==> src/rtl/dm_ctrl_pkg.sv <==
// Shared encodings for the data-memory byte controller: op codes, FSM states, lane sizes.
package dm_ctrl_pkg;

    localparam logic [2:0] OP_LW = 3'b000;
    localparam logic [2:0] OP_SW = 3'b001;
    localparam logic [2:0] OP_LB = 3'b010;
    localparam logic [2:0] OP_SB = 3'b011;
    localparam logic [2:0] OP_LH = 3'b100;
    localparam logic [2:0] OP_SH = 3'b101;

    localparam int WORD_W = 32;
    localparam int HALF_W = 16;
    localparam int BYTE_W = 8;

    typedef enum logic [2:0] {
        ST_IDLE,
        ST_RD,
        ST_DATA,
        ST_WR,
        ST_RESP
    } state_t;

    typedef enum logic [1:0] {
        SZ_BYTE,
        SZ_HALF,
        SZ_WORD
    } size_t;

    function automatic size_t op_size(input logic [2:0] op);
        size_t sz;
        sz = SZ_WORD;
        case (op)
            OP_LB, OP_SB: sz = SZ_BYTE;
            OP_LH, OP_SH: sz = SZ_HALF;
            default:      sz = SZ_WORD;
        endcase
        return sz;
    endfunction

endpackage

==> src/rtl/dm_lane_mux.sv <==
// Byte/half lane extraction with sign extension, and lane merge for read-modify-write.
// Purely combinational (0 cycles); no flow control.
// Little-endian lanes: byte lane 0 is bits [7:0], half lane 0 is bits [15:0].
module dm_lane_mux
    import dm_ctrl_pkg::*;
(
    input  logic [WORD_W-1:0] rdata,
    input  logic [WORD_W-1:0] wdata,
    input  logic [1:0]        lane,
    input  size_t             size,
    output logic [WORD_W-1:0] extracted,
    output logic [WORD_W-1:0] merged
);

    logic [BYTE_W-1:0] rbyte;
    logic [HALF_W-1:0] rhalf;

    always_comb begin
        rbyte     = rdata[BYTE_W*lane +: BYTE_W];
        rhalf     = rdata[HALF_W*lane[1] +: HALF_W];
        extracted = rdata;
        merged    = wdata;
        case (size)
            SZ_BYTE: begin
                extracted = {{(WORD_W-BYTE_W){rbyte[BYTE_W-1]}}, rbyte};
                merged    = rdata;
                merged[BYTE_W*lane +: BYTE_W] = wdata[BYTE_W-1:0];
            end
            SZ_HALF: begin
                extracted = {{(WORD_W-HALF_W){rhalf[HALF_W-1]}}, rhalf};
                merged    = rdata;
                merged[HALF_W*lane[1] +: HALF_W] = wdata[HALF_W-1:0];
            end
            default: ;
        endcase
    end

endmodule

==> src/rtl/dm_byte_ctrl.sv <==
// Sequences core LW/SW/LB/SB (LH/SH when DM_HALF_EN is defined) onto a word-wide sync-read memory.
// Latency accept->resp: error 1, SW 2, loads 3, SB/SH 4 cycles (SB/SH are read-modify-write).
// Backpressure: req_ready high only in IDLE; one request in flight, requests while busy are ignored.
module dm_byte_ctrl
    import dm_ctrl_pkg::*;
#(
    parameter int ADDR_W = 10
) (
    input  logic              clk,
    input  logic              reset,
    input  logic              req_valid,
    output logic              req_ready,
    input  logic [2:0]        req_op,
    input  logic [31:0]       req_addr,
    input  logic [31:0]       req_wdata,
    output logic              resp_valid,
    output logic [31:0]       resp_rdata,
    output logic              resp_err,
    output logic [ADDR_W-1:0] mem_addr,
    output logic              mem_re,
    input  logic [31:0]       mem_rdata,
    output logic              mem_we,
    output logic [31:0]       mem_wdata
);

    state_t              state;
    logic [2:0]          op_q;
    logic [ADDR_W+1:0]   addr_q;
    logic [WORD_W-1:0]   wdata_q;
    logic                err_q;
    logic                req_bad;
    logic                is_store;
    logic [WORD_W-1:0]   lane_ext;
    logic [WORD_W-1:0]   lane_merged;
    logic                addr_unused;

    // Upper address bits wrap within the memory and are intentionally dropped.
    assign addr_unused = ^req_addr[31:ADDR_W+2];

    always_comb begin
        req_bad = 1'b0;
        case (req_op)
            OP_LW, OP_SW: req_bad = (req_addr[1:0] != 2'b00);
            OP_LB, OP_SB: req_bad = 1'b0;
`ifdef DM_HALF_EN
            OP_LH, OP_SH: req_bad = req_addr[0];
`endif
            default:      req_bad = 1'b1;
        endcase
    end

    assign is_store = (op_q == OP_SB) || (op_q == OP_SH);

    dm_lane_mux u_lane_mux (
        .rdata     (mem_rdata),
        .wdata     (wdata_q),
        .lane      (addr_q[1:0]),
        .size      (op_size(op_q)),
        .extracted (lane_ext),
        .merged    (lane_merged)
    );

    // Strobes decode from the state register alone so reset drops them immediately.
    assign req_ready  = (state == ST_IDLE);
    assign mem_re     = (state == ST_RD);
    assign mem_we     = (state == ST_WR);
    assign resp_valid = (state == ST_RESP);
    assign resp_err   = resp_valid & err_q;
    assign mem_addr   = addr_q[ADDR_W+1:2];

    always_ff @(posedge clk or posedge reset) begin
        if (reset) begin
            state      <= ST_IDLE;
            op_q       <= '0;
            addr_q     <= '0;
            wdata_q    <= '0;
            err_q      <= 1'b0;
            resp_rdata <= '0;
            mem_wdata  <= '0;
        end else begin
            case (state)
                ST_IDLE: begin
                    if (req_valid) begin
                        op_q    <= req_op;
                        addr_q  <= req_addr[ADDR_W+1:0];
                        wdata_q <= req_wdata;
                        err_q   <= req_bad;
                        if (req_bad) begin
                            state <= ST_RESP;
                        end else if (req_op == OP_SW) begin
                            mem_wdata <= req_wdata;
                            state     <= ST_WR;
                        end else begin
                            state <= ST_RD;
                        end
                    end
                end
                ST_RD: state <= ST_DATA;
                ST_DATA: begin
                    if (is_store) begin
                        mem_wdata <= lane_merged;
                        state     <= ST_WR;
                    end else begin
                        resp_rdata <= lane_ext;
                        state      <= ST_RESP;
                    end
                end
                ST_WR:   state <= ST_RESP;
                ST_RESP: state <= ST_IDLE;
                default: state <= ST_IDLE;
            endcase
        end
    end

endmodule

==> config.mk <==
export PLATFORM = sky130hd
export DESIGN_NAME = dm_byte_ctrl
export DESIGN_NICKNAME = d
export VERILOG_FILES = /design/src/rtl/dm_ctrl_pkg.sv /design/src/rtl/dm_lane_mux.sv /design/src/rtl/dm_byte_ctrl.sv
export SDC_FILE = /design/constraint.sdc
export NUM_CORES = 1
export LEC_CHECK = 0
export ABC_AREA = 1
export CAP_MARGIN = 20
export CORE_ASPECT_RATIO = 0.7
export CORE_MARGIN = 2
export CORE_UTILIZATION = 30
export CTS_BUF_LIST = sky130_fd_sc_hd__clkbuf_2 sky130_fd_sc_hd__clkbuf_4 sky130_fd_sc_hd__clkbuf_8
export CTS_CLUSTER_SIZE = 40
export DETAILED_ROUTE_END_ITERATION = 10
export DONT_BUFFER_PORTS = 1
export PLACE_DENSITY = 0.46
export RECOVER_POWER = 25
export SYNTH_ARGS = -nofsm -noshare
export SYNTH_HDL_FRONTEND = slang
export SYNTH_SLANG_ARGS = --single-unit
==> constraint.sdc <==
create_clock -name clk -period 4 [get_ports clk]
set_clock_uncertainty 0.05 [all_clocks]
set_input_delay 0.6 -clock clk [delete_from_list [all_inputs] [get_ports clk]]
set_output_delay 0.6 -clock clk [all_outputs]
set_load 0.01 [all_outputs]
==> results of run 1 <==
layout by cell type, fill, tap and decap left out, types with 2 or more instances in the layout:
master and instances:
a21oi_1 93, buf_4 13, bufinv_16 4, clkbuf_2 2, clkbuf_4 2, clkbuf_8 18, clkinv_1 6, clkinv_4 3
clkinvlp_4 4, dfrtp_1 115, ha_1 7, inv_1 78, inv_2 4, nand2_1 421, nand2_2 3, nand3_1 58
nor2_1 89, nor2_4 2, nor3_1 3, o211ai_1 12, o21ai_0 64, o21ai_1 3, or2_2 18
flip-flops by register name (all words and copies together), names as in the netlist:
name        flops
resp_rdata     32
state           3
wdata_q        32
err_q           1
addr_q         12
mem_wdata      32
op_q            3
path summary, 6_finish.rpt:
| path | startpoint | end | slack [ns] | cells past startpoint |
|---|---|---|---|---|
| max | op_q[1]$_DFFE_PP0P_ | resp_rdata[27]$_DFFE_PP0P_ | 1.03 | 6 |
| min | req_addr[7] | addr_q[7]$_DFFE_PP0P_ | 0.19 | 2 |
| max reg2reg | op_q[1]$_DFFE_PP0P_ | resp_rdata[27]$_DFFE_PP0P_ | 1.03 | 6 |
| min reg2reg | wdata_q[9]$_DFFE_PP0P_ | wdata_q[9]$_DFFE_PP0P_ | 0.45 | 2 |
| max in group asynchronous | reset | resp_rdata[12]$_DFFE_PP0P_ | 1.47 | 2 |
| min in group asynchronous | reset | mem_wdata[18]$_DFFE_PP0P_ | 0.62 | 1 |
cells in the mapped netlist, drive strengths merged:
library cell / instances / area [um^2]
a22oi: 1 / 7.51
clkinv: 6 / 22.5
o211ai: 12 / 90.1
o21a: 1 / 7.51
inv: 83 / 312
or2: 18 / 113
buf: 38 / 240
nand2: 424 / 1600
ha: 7 / 87.6
a21oi: 93 / 465
nor3: 4 / 31.3
clkbuf: 27 / 101
nand3: 59 / 300
o21ai: 67 / 335
dfrtp: 115 / 2880
nor2: 91 / 349
power breakdown:
| part | total [uW] | switching (uW) | internal (uW) |
|---|---|---|---|
| registers | 2400 | 655 | 1740 |
| logic | 2990 | 2090 | 897 |
| clock network | 1250 | 540 | 710 |
metrics by stage:
step | std cells | utilization | power [uW] | worst slack [ns]
global placement | 1308 | 0.314 | 5400 | 1.11
detailed placement | 1308 | 0.314 | 5420 | 1.12
CTS | 1340 | 0.333 | 6710 | 1.08
floorplan | 1046 | - | 4600 | 0.306
finish | 1340 | 0.333 | 6640 | 1.03
global route | 1340 | 0.333 | 7290 | 0.768
cell families (layout without fill, tap and decap cells):
| family | Yosys count | in the layout |
|---|---|---|
| simple gates | 596 | 596 |
| fa+ha+maj | 7 | 7 |
| flops | 115 | 115 |
| buf+inv | 154 | 136 |
| compound gates | 174 | 174 |
worst max-delay path, stage by stage (launching register included):
cell and delay, ns:
dfrtp_1 0.39, inv_1 0.08, ha_1 0.30, buf_4 0.30, clkinv_1 0.82, nand2_2 0.70, a21oi_1 0.14
final cells by class:
type | count | area (um^2)
clock inverters | 12 | 181
repair buffers | 15 | 108
flip-flops and latches | 115 | 2880
inverters | 89 | 335
well taps | 312 | 390
clock buffers | 20 | 263
multi-input cells | 777 | 3390
fillers | 2570 | 15100
layer usage:
layer  up-vias  wire, um
li1       3203         -
met4         0       371
met3        26      2140
met1      2991     11800
met5         -         0
met2       204     10200
==> key figures, run 1 <==
Yosys
  – Largest family of logic cells by synthesized area: simple AND/OR/NAND/NOR gates
  – Simple-gate area share of the yosys netlist: 0.345
  – Post-Synth XOR/XNOR Area: 0
  – Sequential element share of the synthesized area: 0.415
  – Synth Register Bits: 115
  – Synth Area in Compound Gates: 0.131
  – Netlist area before placement: 6940 um^2
  – Count of unique library cells instantiated by Yosys: 25
  – Post-synthesis area per instance: 6.63 um^2
  – Mux contribution to synthesized area: 0
  – Syn Nets: 1,155
  – Post-Synthesis Cells: 1,046
  – Number of synthesis warnings: 0
  – Adder-cell share of the synthesized area: 0.0126

Worst setup path
  – Critical Path RT: 4.27 ns
  – Element type at the critical path end: flop
  – CP max FO: 35
  – Worst setup path class: flop to flop
  – Critical Path Start Type: flop
  – WP data arrival: 3.23 ns

Global routing
  – GR Util met1: 0.296
  – Met2 Use GR: 0.301
  – GR Layer Usage met3: 0.0674
  – Global-route usage over all layers: 0.208
  – Grt peak-use layer: met2
  – Initial antenna violation count: 0
  – First-pass GRT wire length: 38,400 um
  – Number of global-route vias before repair: roughly 6,400
  – Global route total overflow: 0
  – Largest net degree at the start of global routing: 77

Final layout
  – Ant diodes: 0
  – Fin area: approximately 7500 um^2
  – Fraction of layout cells with a size suffix above 1: 0.0749
  – Nets@finish: 1,124
  – Layout area overhead: 8.78%

Timing
  – Fin crit period: between 2 and 3 ns
  – FMAX: between 0.3 and 0.4 GHz
  – Fin crit share: 0.742
  – Final setup violation count: 0
  – Fin. max-slew vios: between 50 and 60
  – Max-slew headroom: -0.648
  – Setup TNS: 0 ns
  – Worst-margin pin slew: 2.46 ns
  – RSZ-0062 raised after global routing: no
  – Hold Vio Cnt, Final: 0
  – Hold Slack: 0.195 ns

Floorplanning
  – Die Ht: roughly 130 um
  – IO Pins: 181
  – Area of the core: 22,700 um^2
  – Initial Util: 0.306
  – Number of core rows: 46
  – Die W: 186 um
  – Die area: 24,400 um^2

Clock tree
  – CTS Buf Count: 17
  – Root buf cell: clkbuf_8
  – Clk_lat worst skew: 0.46 ns
  – Post-CTS Setup Inserts: 0
  – Htree depth: 4
  – Clock buffer depth: 2
  – # hold bufs at CTS: 0
  – Worst-path clk slew: about 0.090 ns
  – Post-CTS sizing: 0
  – CTS sink count: approximately 120
  – CTS tree: yes

Routing
  – Via/cell ratio: 4.79
  – Detailed Route WL: 24,500 um
  – Pre-Repair DR Iteration Count: 5
  – Initial DRC Count: 564
  – Drt wl/cell: 18.3 um
  – Vias: 6,424
  – Routed Antenna Nets: 0
  – DRC viols: 0

Place
  – Number of port buffers: 0
  – Detailed Place HPWL: about 17,000 um
  – RePlAce Congestion: 0.820
  – Dpl cell area: 7110 um^2

Pwr
  – Peak supply drop: 0.000528 V
  – Pwr/cell area: 879 nW/um^2
  – Leakage power: ~0.0038 uW

Status
  – Outcome: finished, violations left
  – Failing checks: max-capacitance violations, max-slew violations

Run
  – Max Cap Viol: 1

Worst hold path
  – Hold Path Class: input port to flop
Power figures use the tool's default switching activity.
==> inputs of run 2 (changes only) <==
--- a/config.mk
+++ b/config.mk
@@ -14,7 +14,7 @@
 export CTS_CLUSTER_SIZE = 40
 export DETAILED_ROUTE_END_ITERATION = 10
 export DONT_BUFFER_PORTS = 1
-export PLACE_DENSITY = 0.46
+export PLACE_DENSITY = 0.47
 export RECOVER_POWER = 25
 export SYNTH_ARGS = -nofsm -noshare
 export SYNTH_HDL_FRONTEND = slang
==> constraint.sdc (replaced) <==
create_clock -name clk -period 2.7 [get_ports clk]
set_clock_uncertainty 0.05 [all_clocks]
set_input_delay 0.405 -clock clk [delete_from_list [all_inputs] [get_ports clk]]
set_output_delay 0.405 -clock clk [all_outputs]
set_load 0.01 [all_outputs]
==> run 2 against run 1 <==
Compared with the run above:
- critical endpoint is now mem_wdata[21]$_DFFE_PP0P_
- highest routed layer unchanged
- the flow still finishes with violations (max-capacitance violations, max-slew violations)
- sequential cell count unchanged
- register-to-register slack worse by 0.65 ns
- critical path type unchanged
- global-route usage grew 0.063 points
- sequential share of layout area down 1.6 points
- fmax up 28%
- clock-buffer cell count rose by 1
- sequential power is 47% higher
==> key figures, run 2 (synthesized netlist as in run 1, its figures left out) <==
Final layout
  – Fillers: 2,512
  – Fin cells: approximately 1,400
  – Nets@finish: 1,164
  – Ant diodes: 0
  – Fin area: approximately 7900 um^2
  – Fraction of layout cells with a size suffix above 1: 0.0778
  – Commonest cells after routing, fill and taps aside: nand2_1, dfrtp_1, a21oi_1
  – Commonest non-fill, non-tap cell in the layout: nand2_1
  – Biggest regs: mem_wdata (32), resp_rdata (32), wdata_q (32)
  – Layout area overhead: 13.4%

Global routing
  – Number of global-route vias before repair: 6,458
  – Largest net degree at the start of global routing: around 120
  – Global route total overflow: 0
  – Global-route usage over all layers: 0.209
  – First-pass GRT wire length: 38,900 um
  – Initial antenna violation count: 0

Routing
  – Drt wl/cell: 17.8 um
  – Vias: 6,659
  – Pre-Repair DR Iteration Count: 7
  – Initial DRC Count: 462
  – Via/cell ratio: 4.83
  – DRC viols: 0
  – Detailed Route WL: 24,600 um
  – Routed Antenna Nets: 0

Place
  – Placed insts: ~1,300
  – Setup WS pre-CTS: around 0.44 ns
  – Detailed Place HPWL: 17,100 um
  – RePlAce Congestion: 0.865
  – Dpl cell area: 7190 um^2
  – Number of port buffers: 0

Timing
  – Hold Vio Cnt, Final: 0
  – RSZ-0062 raised after global routing: no
  – Fin crit share: 0.860
  – Final setup violation count: 0
  – Fin. max-slew vios: around 120
  – Setup TNS: 0 ns
  – FMAX: around 0.43 GHz
  – Fin worst setup slack: 0.379 ns
  – Fin crit period: about 2.3 ns
  – Worst-margin pin slew: 1.67 ns
  – Max-slew headroom: -0.114

Floorplanning
  – Area of the core: 22,700 um^2
  – IO Pins: 181
  – Die area: 24,400 um^2
  – Initial Util: 0.306
  – Die Ht: 131 um
  – Die W: approximately 190 um
  – Number of core rows: 46

Worst setup path
  – CP max FO: 9
  – Capture point of the worst reg-to-reg path: mem_wdata[21]$_DFFE_PP0P_
  – Worst Setup EP: mem_wdata[21]$_DFFE_PP0P_
  – WP data arrival: 2.66 ns
  – Critical Path RT: 3.04 ns
  – Critical Path Start Type: flop
  – Worst R2R Path Depth: 12
  – Critical Path Start: addr_q[0]$_DFFE_PP0P_
  – Worst setup path class: flop to flop
  – R2R setup slack: 0.38 ns
  – Element type at the critical path end: flop
  – R2R Path Start: addr_q[0]$_DFFE_PP0P_

Clock tree
  – Clock buffer depth: 2
  – Htree depth: 4
  – Clk_lat worst skew: 0.45 ns
  – CTS tree: yes
  – CTS sink count: 115
  – CTS Buf Count: 17
  – Root buf cell: clkbuf_8
  – Worst-path clk slew: ~0.080 ns
  – Post-CTS Setup Inserts: 0
  – Post-CTS sizing: 0
  – # hold bufs at CTS: 32

Run
  – Max Cap Viol: 1

Pwr
  – Peak supply drop: 0.000702 V
  – Pwr/cell area: 1230 nW/um^2
  – Leakage power: 0.00392 uW

Worst hold path
  – Hold depth: 2
  – Hold Path Class: input port to flop

Status
  – Failing checks: max-capacitance violations, max-slew violations
  – Outcome: finished, violations left
==> run 2: power breakdown <==
part	internal, uW	total [uW]	switching, uW
combinational	1460	4610	3150
sequential	2580	3530	948
clock	781	1540	764
total	4820	9680	4860
==> run 2: routing by layer <==
layer,track usage,part of all wire
met1,0.296,0.47
met2,0.301,0.43
met3,0.0757,0.091
met4,0.0468,0.013
met5,0,0
==> run 2: cell type report <==
class / count / area [um^2] / share of cell area
clock buffers: 21 / 277 / 0.0351
repair buffers: 55 / 508 / 0.0646
well taps: 312 / 390 / 0.0496
clock inverters: 10 / 85.1 / 0.0108
inverters: 89 / 338 / 0.0429
multi-input cells: 777 / 3390 / 0.431
flip-flops and latches: 115 / 2880 / 0.366
==> run 2: how the worst min path moves through the flow <==
stage / start / to / slack, ns
6_report: req_wdata[23] / wdata_q[23]$_DFFE_PP0P_ / 0.02
5_1_grt: req_wdata[7] / wdata_q[7]$_DFFE_PP0P_ / 0.004
4_1_cts: req_wdata[23] / wdata_q[23]$_DFFE_PP0P_ / 0.0005
3_5_place_dp: op_q[0]$_DFFE_PP0P_ / op_q[0]$_DFFE_PP0P_ / 0.43
3_3_place_gp: op_q[0]$_DFFE_PP0P_ / op_q[0]$_DFFE_PP0P_ / 0.43
2_1_floorplan: addr_q[10]$_DFFE_PP0P_ / addr_q[10]$_DFFE_PP0P_ / 0.39
==> run 2: worst max-delay path: stages, from the launching register on <==
cell      delay [ns]
dfrtp_1         0.43
inv_1           0.15
ha_1            0.17
clkinv_1        0.23
nor2_1          0.59
nand3_1         0.15
nand2_1         0.09
nand2_1         0.05
nand2_1         0.12
nand2_1         0.06
nand2_1         0.05
nand2_1         0.04
nand2_1         0.08
==> run 2: stage by stage <==
step	hold slack, ns	power, uW	util
2_1_floorplan	0.393	6810	-
3_3_place_gp	0.425	8130	0.317
3_5_place_dp	0.427	8150	0.317
4_1_cts	0.000455	9780	0.347
5_1_grt	0.00391	10600	0.347
6_report	0.0236	9680	0.347
